**config.mk**
```make
export PLATFORM = sky130hd
export DESIGN_NAME = oled_i2c_target
export DESIGN_NICKNAME = d
export VERILOG_FILES = /design/src/rtl/oled_i2c_pkg.sv /design/src/rtl/i2c_line_sync.sv /design/src/rtl/oled_i2c_target.sv
export SDC_FILE = /design/constraint.sdc
export NUM_CORES = 1
export LEC_CHECK = 0
export ABC_AREA = 1
export ABC_CLOCK_PERIOD_IN_PS = 1850
export BUFFER_PORTS_ARGS = -buffer_cell sky130_fd_sc_hd__buf_4
export CAP_MARGIN = 20
export CORE_ASPECT_RATIO = 1.5
export CORE_MARGIN = 5
export CORE_UTILIZATION = 60
export CTS_BUF_LIST = sky130_fd_sc_hd__clkbuf_8
export CTS_CLUSTER_SIZE = 10
export DETAILED_ROUTE_END_ITERATION = 7
export PLACE_DENSITY = 0.86
export REMOVE_ABC_BUFFERS = 1
export SETUP_SLACK_MARGIN = 0.05
export SLEW_MARGIN = 5
export SYNTH_ARGS = -nofsm -noshare
export SYNTH_HDL_FRONTEND = slang
export SYNTH_SLANG_ARGS = --single-unit
```
**constraint.sdc**
```tcl
create_clock -name clk -period 1.85 [get_ports clk]
set_clock_uncertainty 0.2 [all_clocks]
set_input_delay 0.37 -clock clk [delete_from_list [all_inputs] [get_ports clk]]
set_output_delay 0.37 -clock clk [all_outputs]
set_load 0.1 [all_outputs]
```
**src/rtl/oled_i2c_pkg.sv**
```systemverilog
// Shared types and constants for the SSD1306-style I2C write target.
package oled_i2c_pkg;

  typedef enum logic [2:0] {
    IDLE,
    ADDR,
    ADDR_ACK,
    CTRL,
    PAYLOAD,
    IGNORE
  } state_t;

  localparam int CTRL_CO_BIT = 7;
  localparam int CTRL_DC_BIT = 6;
  localparam logic [6:0] DEFAULT_I2C_ADDR7 = 7'h3C;

  // True for a write request (R/W# = 0) addressed to addr7.
  function automatic logic is_write_to(input logic [7:0] b, input logic [6:0] addr7);
    return (b[7:1] == addr7) && !b[0];
  endfunction

endpackage

```
**src/rtl/i2c_line_sync.sv**
```systemverilog
// Two-flop synchronisers on SCL/SDA plus an edge register; emits one-clk
// SCL edge and START/STOP pulses derived only from synchronised values.
module i2c_line_sync (
  input  logic clk,
  input  logic rst_n,
  input  logic scl_i,
  input  logic sda_i,
  output logic sda,
  output logic scl_rise,
  output logic scl_fall,
  output logic start_det,
  output logic stop_det
);

  // [0],[1] synchroniser stages, [2] previous value for edge detection
  logic [2:0] r_scl;
  logic [2:0] r_sda;
  logic       w_scl_high;

  always_ff @(posedge clk or negedge rst_n) begin
    if (!rst_n) begin
      r_scl <= 3'b111;
      r_sda <= 3'b111;
    end else begin
      r_scl <= {r_scl[1:0], scl_i};
      r_sda <= {r_sda[1:0], sda_i};
    end
  end

  // SDA edges only count as conditions while SCL has been stably high.
  assign w_scl_high = r_scl[1] & r_scl[2];
  assign sda        = r_sda[1];
  assign scl_rise   = r_scl[1] & ~r_scl[2];
  assign scl_fall   = ~r_scl[1] & r_scl[2];
  assign start_det  = w_scl_high & r_sda[2] & ~r_sda[1];
  assign stop_det   = w_scl_high & ~r_sda[2] & r_sda[1];

endmodule

```
**src/rtl/oled_i2c_target.sv**
```systemverilog
// Write-only I2C target modelling the SSD1306 receive side: address match,
// ACK generation, control-byte (Co, D/C#) decoding and tagged payload output.
module oled_i2c_target
  import oled_i2c_pkg::*;
#(
  parameter logic [6:0] I2C_ADDR7 = DEFAULT_I2C_ADDR7
) (
  input  logic       clk,
  input  logic       rst_n,
  input  logic       scl_i,
  input  logic       sda_i,
  output logic       sda_oe,
  output logic       byte_valid,
  output logic [7:0] byte_out,
  output logic       byte_is_data,
  output logic       xfer_active,
  output logic       stop_pulse
);

  logic w_sda, w_scl_rise, w_scl_fall, w_start, w_stop;

  i2c_line_sync u_sync (
    .clk       (clk),
    .rst_n     (rst_n),
    .scl_i     (scl_i),
    .sda_i     (sda_i),
    .sda       (w_sda),
    .scl_rise  (w_scl_rise),
    .scl_fall  (w_scl_fall),
    .start_det (w_start),
    .stop_det  (w_stop)
  );

  state_t     r_state, w_state_next;
  logic [2:0] r_bit_cnt, w_bit_cnt_next;
  logic [7:0] r_shift, w_shift_next;
  logic       r_byte_done, w_byte_done_next;
  logic       r_in_ack, w_in_ack_next;
  logic       r_co, w_co_next;
  logic       r_dc, w_dc_next;
  logic       r_sda_oe, w_sda_oe_next;
  logic       r_byte_valid, w_byte_valid_next;
  logic [7:0] r_byte_out, w_byte_out_next;
  logic       r_byte_is_data, w_byte_is_data_next;
  logic       r_xfer_active, w_xfer_active_next;
  logic       r_stop_pulse, w_stop_pulse_next;

  always_ff @(posedge clk or negedge rst_n) begin
    if (!rst_n) begin
      r_state        <= IDLE;
      r_bit_cnt      <= 3'd0;
      r_shift        <= 8'h00;
      r_byte_done    <= 1'b0;
      r_in_ack       <= 1'b0;
      r_co           <= 1'b0;
      r_dc           <= 1'b0;
      r_sda_oe       <= 1'b0;
      r_byte_valid   <= 1'b0;
      r_byte_out     <= 8'h00;
      r_byte_is_data <= 1'b0;
      r_xfer_active  <= 1'b0;
      r_stop_pulse   <= 1'b0;
    end else begin
      r_state        <= w_state_next;
      r_bit_cnt      <= w_bit_cnt_next;
      r_shift        <= w_shift_next;
      r_byte_done    <= w_byte_done_next;
      r_in_ack       <= w_in_ack_next;
      r_co           <= w_co_next;
      r_dc           <= w_dc_next;
      r_sda_oe       <= w_sda_oe_next;
      r_byte_valid   <= w_byte_valid_next;
      r_byte_out     <= w_byte_out_next;
      r_byte_is_data <= w_byte_is_data_next;
      r_xfer_active  <= w_xfer_active_next;
      r_stop_pulse   <= w_stop_pulse_next;
    end
  end

  always_comb begin
    w_state_next        = r_state;
    w_bit_cnt_next      = r_bit_cnt;
    w_shift_next        = r_shift;
    w_byte_done_next    = r_byte_done;
    w_in_ack_next       = r_in_ack;
    w_co_next           = r_co;
    w_dc_next           = r_dc;
    w_sda_oe_next       = r_sda_oe;
    w_byte_valid_next   = 1'b0;
    w_byte_out_next     = r_byte_out;
    w_byte_is_data_next = r_byte_is_data;
    w_xfer_active_next  = r_xfer_active;
    w_stop_pulse_next   = 1'b0;

    if (w_stop || w_start) begin
      // Bus conditions abort any partial byte and release SDA.
      w_state_next       = w_stop ? IDLE : ADDR;
      w_stop_pulse_next  = w_stop;
      w_bit_cnt_next     = 3'd0;
      w_byte_done_next   = 1'b0;
      w_in_ack_next      = 1'b0;
      w_sda_oe_next      = 1'b0;
      w_xfer_active_next = 1'b0;
    end else begin
      case (r_state)
        ADDR, CTRL, PAYLOAD: begin
          if (w_scl_rise && !r_byte_done && !r_in_ack) begin
            w_shift_next   = {r_shift[6:0], w_sda};
            w_bit_cnt_next = r_bit_cnt + 3'd1;
            if (r_bit_cnt == 3'd7) w_byte_done_next = 1'b1;
          end else if (w_scl_fall && r_in_ack) begin
            // End of the ACK clock: hand SDA back and pick the next byte type.
            w_sda_oe_next = 1'b0;
            w_in_ack_next = 1'b0;
            if (r_state == CTRL) w_state_next = PAYLOAD;
            else                 w_state_next = r_co ? CTRL : PAYLOAD;
          end else if (w_scl_fall && r_byte_done) begin
            w_byte_done_next = 1'b0;
            if (r_state == ADDR) begin
              if (is_write_to(r_shift, I2C_ADDR7)) begin
                w_state_next       = ADDR_ACK;
                w_sda_oe_next      = 1'b1;
                w_xfer_active_next = 1'b1;
              end else begin
                w_state_next = IGNORE;
              end
            end else begin
              w_sda_oe_next = 1'b1;
              w_in_ack_next = 1'b1;
              if (r_state == CTRL) begin
                w_co_next = r_shift[CTRL_CO_BIT];
                w_dc_next = r_shift[CTRL_DC_BIT];
              end else begin
                w_byte_valid_next   = 1'b1;
                w_byte_out_next     = r_shift;
                w_byte_is_data_next = r_dc;
              end
            end
          end
        end
        ADDR_ACK: begin
          if (w_scl_fall) begin
            w_sda_oe_next = 1'b0;
            w_state_next  = CTRL;
          end
        end
        default: ;
      endcase
    end
  end

  assign sda_oe       = r_sda_oe;
  assign byte_valid   = r_byte_valid;
  assign byte_out     = r_byte_out;
  assign byte_is_data = r_byte_is_data;
  assign xfer_active  = r_xfer_active;
  assign stop_pulse   = r_stop_pulse;

endmodule

```
==> reports/qor.txt <==
Status -> completed
Cell count after synthesis -> 205
Fin Setup TNS -> 0 ps
RSZ-0062 raised after global routing -> yes
Leading area contributor after synthesis -> dfrtp_1
Startpoint Class -> register
Logic gate share of total power -> 34.6%
CP Capture Type -> register
Total GRT Usage -> 20.5%
Top Family by Delay on Critical Path -> flip-flops
Clock Tree Root -> clkbuf_8
Die area -> 4180 um2
First-pass GRT wire length -> 6.35 mm
Seq/Total Area, Yosys -> 52.4%
Num CTS Buffers -> 5
Fmax -> 580 MHz
Warnings from Yosys -> 0
Final Max Tran Viols -> 0
Crit-path most repeated cell -> inv_1
Final net count -> 245
Slew of the pin with the lowest slew margin -> 462 ps
Final setup fails -> 0
Pin count of the biggest net entering global routing -> 38
Vias in the first global route -> 1,469
Arrival time at the worst endpoint -> 1720 ps
DP HPWL -> 2.59 mm
Average wire per standard cell -> 13.4 um
Sequential Power Share -> 39.6%
Detailed-route via count -> 1,415
Synth top area share -> 43.6%
Worst setup path class -> register to register
Number of vias per cell -> 5.07
Final Hold Viols -> 0
PwrDens -> 1260 nW/um2
Dpl ws -> 127 ps
Worst-path clk slew -> 70 ps
Crit-path cells -> inv_1 -> nand4_1 -> inv_1 -> buf_4 -> a21oi_1 -> nand2_1 -> o21ai_0
IO Port Bufs -> 16
Worst min-delay path class -> register to register
CP required -> 1850 ps
Initial DRC count -> 35
LEAKAGE -> 1.16 nW
Fillers -> 221
Layout cells sized above 1 -> 33.3%
Total congestion overflow -> 0
Int Power -> 0.00170 W
Crit path largest cell delay -> 560 ps
TritonCTS clock tree -> done
Mean post-synth cell area -> 8.69 um2
Peak VDD IR -> 0.853 mV
Switching Fraction -> 38.1%
Filler-free cell count of the finished design -> 279
Power, Total -> 0.00274 W
Initial Util -> 61.8%
Final WL -> 3.74 mm
Library cells used by synthesis -> 20
Max FO, Critical Path -> 5
Worst skew pair latency -> 290 ps
# diodes -> 0
Mapped Area -> 1780 um2
First-pass DRT Iterations -> 4
# IOs -> 17
Area grow syn2layout -> 22.4%
CTS Sinks -> 37
Minimum clock period after layout -> 1720 ps
Clk pwr share -> 25.8%
Max_cap viols -> 0
Post-route antenna net violation count -> 0
Worst slew margin -> 69.2%
Htree depth -> 2
GP Congestion -> 0.968
Most frequent cells in the layout -> nand2_1 (58), dfrtp_1 (31), buf_4 (26)
Seq cells post-synth -> 37
Rows -> 24
Most common library cell in the layout ignoring fill and taps -> nand2_1
Fin worst setup slack -> 127 ps
Initial antenna violation count -> 0
Post-route clock period utilization -> 93.2%
Placed Cells -> 259
Slowest cell on the critical path -> dfstp_2
Die Width -> 54.5 um
Core box area -> 2880 um2
Die height -> 76.7 um
Sw Pwr -> 0.00104 W
Bufs on Longest Clock Path -> 2
Critical path buffers and inverters -> 3
Synth area leaders -> dfrtp_1 (44%), nand2_1 (12%), dfstp_2 (8.9%)
DRC -> 0
-- logic make-up (layout without fill, tap and decap cells) --
family                     Yosys count  in the layout  synth area share, %
AOI/OAI and AO/OA                   27             27                 9.91
and+or+nand+nor                    111            111                 29.5
buffers and inverters               28             63                 6.75
DFF                                 37             37                 52.4
adders and majority gates            2              2                 1.41
-- cells in the mapped netlist (all sizes together) --
master	instances
nand3	9
nor2	26
dfstp	6
nor3	4
dfrtp	31
inv	26
nand4	1
buf	2
nand2	71
o21ai	21
ha	2
a21oi	6
-- sequential cells by signal (all words and copies together) (netlist names), 3 cells and up --
| signal | flops |
|---|---|
| r_state | 3 |
| byte_out | 8 |
| r_shift | 8 |
| u_sync.r_scl | 3 |
| u_sync.r_sda | 3 |
| r_bit_cnt | 3 |
-- power groups by stage --
stage | Clock (W) | Sequential [W] | Combinational, W
finish | 0.000708 | 0.00108 | 0.000949
global placement | 0 | 0.00109 | 0.000907
CTS | 0.000717 | 0.00108 | 0.000933
floorplan | 0 | 0.00115 | 0.000669
global route | 0.000755 | 0.00111 | 0.00108
detailed placement | 0 | 0.00110 | 0.000924
-- through the flow --
step	hold WS [ps]	util, %	cell area (um2)
floorplan	-126	-	1760
global placement	145	67.1	1930
detailed placement	149	67.1	1930
CTS	159	72.2	2080
global route	164	75.6	2180
finish	158	75.6	2180
-- layer usage --
layer  vias to the layer above  GRT usage [%]  share of wire [%]
met4                         0           10.5                2.9
met3                        12           3.49                2.9
met1                       669           25.1                 39
li1                        704              -                  -
met5                         -              0                  0
met2                        30           33.3                 55
-- repair_timing --
item	4_1_cts	5_1_grt
resized for setup	0	9
endpoints found under the hold margin	33	0
endpoints found under the setup margin	0	14
hold buffers	3	0
buffers inserted	0	9
-- area by class of cell --
type / instances / area (um2) / area share, %
flip-flops and latches: 37 / 933 / 42.8
multi-input cells: 140 / 758 / 34.8
repair buffers: 29 / 225 / 10.3
inverters: 26 / 97.6 / 4.48
clock buffers: 6 / 82.6 / 3.79
well taps: 39 / 48.8 / 2.24
clock inverters: 2 / 33.8 / 1.55
-- worst paths after layout --
kind	startpoint	to	slack, ps	cells after the start
max in group asynchronous	rst_n	u_sync.r_scl[2]	720	2
hold / removal	u_sync.r_sda[0]	u_sync.r_sda[1]	160	0
hold reg to reg	u_sync.r_sda[0]	u_sync.r_sda[1]	160	0
setup reg to reg	u_sync.r_scl[2]	r_bit_cnt[0]	130	7
setup / recovery	u_sync.r_scl[2]	r_bit_cnt[0]	130	7
min in group asynchronous	rst_n	byte_out[5]	380	2
Power figures use the tool's default switching activity.
